--- src/rtl/uart_image_loader.sv ---
// Collects NUM_BITS/8 UART bytes, unpacks them LSB-first into 1-bit input-RAM writes, then starts snn_core.
// Optional inter-byte idle timeout enabled by defining IMG_LOADER_TIMEOUT_EN.
module uart_image_loader #(
   parameter int NUM_BITS = 784,
   parameter int ADDR_W   = 10
`ifdef IMG_LOADER_TIMEOUT_EN
   , parameter int TIMEOUT_CYCLES = 1000000
`endif
) (
   input  logic              clk,
   input  logic              rst,
   // rx_rdy/rx_data form a level handshake: the byte is consumed on the cycle
   // clr_rx_rdy pulses, and rx_rdy is only sampled while in WAIT_BYTE.
   input  logic              rx_rdy,
   input  logic [7:0]        rx_data,
   output logic              clr_rx_rdy,
   input  logic              core_done,
   output logic              ram_we,
   output logic [ADDR_W-1:0] ram_addr,
   output logic              ram_din,
   output logic              start,
   output logic              busy,
   output logic [1:0]        dbg_state
);

   localparam int NUM_BYTES = NUM_BITS / 8;
   localparam int BC_W      = $clog2(NUM_BYTES + 1);

   localparam logic [1:0] S_WAIT_BYTE = 2'd0;
   localparam logic [1:0] S_UNPACK    = 2'd1;
   localparam logic [1:0] S_START     = 2'd2;
   localparam logic [1:0] S_WAIT_DONE = 2'd3;

   logic [1:0]      state;
   logic [7:0]      shift;
   logic [2:0]      bit_idx;
   logic [BC_W-1:0] byte_cnt;

`ifdef IMG_LOADER_TIMEOUT_EN
   localparam int IC_W = $clog2(TIMEOUT_CYCLES + 1);
   logic [IC_W-1:0] idle_cnt;
`endif

   assign dbg_state = state;

   always_ff @(posedge clk) begin
      if (rst) begin
         state      <= S_WAIT_BYTE;
         shift      <= '0;
         bit_idx    <= '0;
         byte_cnt   <= '0;
         clr_rx_rdy <= 1'b0;
         ram_we     <= 1'b0;
         ram_addr   <= '0;
         ram_din    <= 1'b0;
         start      <= 1'b0;
         busy       <= 1'b0;
`ifdef IMG_LOADER_TIMEOUT_EN
         idle_cnt   <= '0;
`endif
      end else begin
         clr_rx_rdy <= 1'b0;
         ram_we     <= 1'b0;
         start      <= 1'b0;
         case (state)
            S_WAIT_BYTE: begin
               if (rx_rdy) begin
                  shift      <= rx_data;
                  clr_rx_rdy <= 1'b1;
                  bit_idx    <= '0;
                  state      <= S_UNPACK;
                  if (byte_cnt == '0)
                     busy <= 1'b1;
`ifdef IMG_LOADER_TIMEOUT_EN
                  idle_cnt <= '0;
               end else if (byte_cnt != '0) begin
                  // A stalled partial image is abandoned; the next byte restarts at address 0.
                  if (idle_cnt == IC_W'(TIMEOUT_CYCLES - 1)) begin
                     byte_cnt <= '0;
                     busy     <= 1'b0;
                     idle_cnt <= '0;
                  end else begin
                     idle_cnt <= idle_cnt + 1'b1;
                  end
`endif
               end
            end
            S_UNPACK: begin
               // Writes trail the cycle they are computed in, so the first lands one cycle after clr_rx_rdy.
               ram_we   <= 1'b1;
               ram_addr <= ADDR_W'({byte_cnt, bit_idx});
               ram_din  <= shift[0];
               shift    <= {1'b0, shift[7:1]};
               bit_idx  <= bit_idx + 1'b1;
               if (bit_idx == 3'd7) begin
                  byte_cnt <= byte_cnt + 1'b1;
                  state    <= (byte_cnt == BC_W'(NUM_BYTES - 1)) ? S_START : S_WAIT_BYTE;
               end
            end
            S_START: begin
               start    <= 1'b1;
               byte_cnt <= '0;
               state    <= S_WAIT_DONE;
            end
            S_WAIT_DONE: begin
               if (core_done) begin
                  busy  <= 1'b0;
                  state <= S_WAIT_BYTE;
               end
            end
            default: state <= S_WAIT_BYTE;
         endcase
      end
   end

endmodule

--- config.mk ---
export PLATFORM = sky130hd
export DESIGN_NAME = uart_image_loader
export DESIGN_NICKNAME = d
export VERILOG_FILES = /design/src/rtl/uart_image_loader.sv
export SDC_FILE = /design/constraint.sdc
export NUM_CORES = 1
export LEC_CHECK = 0
export ABC_CLOCK_PERIOD_IN_PS = 1600
export BUFFER_PORTS_ARGS = -buffer_cell sky130_fd_sc_hd__buf_2
export CORE_MARGIN = 5
export CORE_UTILIZATION = 49
export DETAILED_ROUTE_END_ITERATION = 7
export GPL_TIMING_DRIVEN = 1
export PLACE_DENSITY = 0.72
export SLEW_MARGIN = 25
export SYNTH_ARGS = -nofsm -noshare
export SYNTH_HDL_FRONTEND = slang
export SYNTH_SLANG_ARGS = --single-unit
--- constraint.sdc ---
create_clock -name clk -period 1.6 [get_ports clk]
set_input_delay 0.32 -clock clk [delete_from_list [all_inputs] [get_ports clk]]
set_output_delay 0.32 -clock clk [all_outputs]
set_load 0.02 [all_outputs]
==> reports/results.ini <==
[route]
dr.pass1.iters = 4
drc_errors = 0
post_drt_wl_per_cell_um = 13.28
detail-route-antenna-nets = 0
route.vias.total = 1474
drt-total-wl_um = 3626
vias_per_cell = 5.399
drt_iter0_drc = 101

[synthesis]
netlist.area_leader.share = 0.4437
ys_warn_count = 0
syn_inst = 190
avgSynthCellArea_um2 = 8.311
yosysMostFrequentCell = nand2_1
synth_edf_count = 0
ys_ff_latch = 35
ys_types = 40
async_flop_share = 0
synth_nets = 207
ys.flop_type = dfxtp_1
seq_area_frac_synth = 0.4437
synth_common_cells = nand2_1 (42), dfxtp_1 (35), a21oi_1 (17), nor2_1 (15), buf_2 (8)
synth_area_um2 = 1579
synthTopCellsByArea = dfxtp_1 (44%), nand2_1 (10%), a21oi_1 (5.4%)
yosysTopAreaCell = dfxtp_1

[power_and_ir_drop]
seq_power_share = 0.593
p_leak_nw = 0.7770
swShare = 0.2611
p_sw_uw = 403.6
powerDensity_nw_per_um2 = 798.6
peakVddDrop_mv = 0.5241
clockPowerShare = 0.298
pwr-share-comb = 0.109
p_int_mw = 1.142

[clock_network]
cts.htree.levels = 2
clk_pin_slew_ns = 0.10
numCtsBuffers = 5
cts_root_buf = clkbuf_4
cts_hold_buf = 0
clock_latency_ns = 0.34
cts_tree = yes
cts.sinks = 35
clock_path_buffers = 2

[floorplan]
die_w_um = 66.77
dieArea_um2 = 4458
pin_count = 29
core_area_um2 = 3078
core.rowCount = 20
initial_core_util = 0.5130
die_h_um = 66.77

[sta]
tightest_slew_ns = 0.4152
rsz0062_at_grt = false
finalHoldViolCount = 0
period_share = 0.9429
setup_viol = 0
layout_min_cycle_time_ns = 1.509
final_max_slew_viol_count = 0
clock_skew_ns = 0.006104
fin_ws_ns = 0.09133
fmax_mhz = 662.8
slew_headroom = 0.7226

[job]
drv_cap = 0

[global_routing]
grt_pass1_wl_um = 5913
grt.overflow.total = 0
track_usage = 0.1728
antenna_found_initial = 0
grt_start_max_net_pins = 20
grt_pass1_vias = 1354

[setup_path]
worst-endpoint-arrival_ns = 1.77
crit_path_end_kind = register
worst-setup-path-type = register to register
ff2ff_path_depth = 5
start_kind = register
critPathMaxFanout = 2
required_ns = 1.86

[final_layout]
syn_to_final_growth_pct = 22.58
drive_above_1_share = 0.2576
fin_cells = 273
num-nets-final = 245
n_antenna_cell = 0

[place]
dp_slack_ns = -0.1529
place_congestion = 0.7967
portBuffers = 28
dp.cells = 261
place_hpwl_um = 2554

[hold_path]
holdPathStages = 3
hold_class = input port to register

[run_status]
status = completed

## critical path: stages, from the launching register on
cell and delay, ns:
dfxtp_2 0.37, ha_4 0.14, ha_4 0.12, nand3b_1 0.14, a2111oi_4 0.42, mux2i_1 0.25
## stage by stage
stage          utilization  setup TNS [ns]  area [um^2]  power [mW]  hold slack [ns]
6_report            0.6289               0         1936       1.546           0.2093
5_1_grt             0.6289               0         1936       1.626           0.2024
4_1_cts             0.6163               0         1897       1.556           0.1989
3_5_place_dp        0.5894         -0.1529         1814       1.100           0.4430
3_3_place_gp        0.5894               0         1814       1.093           0.4399
2_1_floorplan            -               0         1579       1.041           0.4323
## per-layer routing
metal,routed length [um],GRT usage
met4,60,0.07868
met2,1797,0.2871
met1,1566,0.1994
met3,201,0.05734
met5,0,0
## state kept, by name (all words and copies together), names as in the netlist, named ones only
register	flops
shift	8
clr_rx_rdy	1
busy	1
ram_addr	10
start	1
dbg_state	1
ram_we	1
byte_cnt	7
ram_din	1
bit_idx	3
## cell families (layout without fill, tap and decap cells)
family / Yosys count / count (layout) / synth area share
multiplexers: 2 / 2 / 0.01268
buffers and inverters: 17 / 56 / 0.04913
adder cells (fa/ha/maj): 5 / 5 / 0.03962
flip-flops: 35 / 35 / 0.4437
AO/OA/AOI/OAI: 41 / 41 / 0.1791
AND/OR/NAND/NOR: 90 / 90 / 0.2758
## power by group through the flow
| stage | Clock [mW] | Combinational (mW) | Sequential (mW) |
|---|---|---|---|
| 2_1_floorplan | 0 | 0.0978 | 0.943 |
| 3_3_place_gp | 0 | 0.159 | 0.934 |
| 3_5_place_dp | 0 | 0.165 | 0.935 |
| 4_1_cts | 0.475 | 0.166 | 0.915 |
| 5_1_grt | 0.518 | 0.187 | 0.921 |
| 6_report | 0.460 | 0.169 | 0.917 |
## cell usage in the layout (no fill, tap or decap), types with 4 or more instances in the layout
cell type | netlist | layout
a311oi_1 | 7 | 7
inv_1 | 4 | 4
dfxtp_1 | 35 | 32
nor2b_1 | 5 | 5
nand2_1 | 42 | 42
buf_2 | 8 | 28
a21oi_1 | 17 | 17
clkbuf_4 | 0 | 5
nor2_1 | 15 | 15
nand3_1 | 6 | 6
buf_4 | 1 | 15
## worst paths after layout
check                                 start          end  slack (ns)
worst max register to register   bit_idx[0]  byte_cnt[5]        0.09
worst min register to register  ram_addr[2]  ram_addr[2]        0.46
worst max-delay path             bit_idx[0]  byte_cnt[5]        0.09
worst min-delay path             rx_data[7]     shift[7]        0.21
## layout make-up
class	instances	area, um^2
clock inverter	1	5.005
multi-input combinational	138	838.3
tap	44	55.05
inverter	4	15.01
sequential	35	704.4
timing repair buffer	44	272.8
clock buffer	7	45.04
fill	287	1142
## timing repair
item	4_1_cts	5_1_grt
gates resized for setup	3	5
pin swaps	1	1
buffers inserted	1	3
endpoints found under the setup margin	2	18
Note: power is estimated with default switching activity, not from simulation.
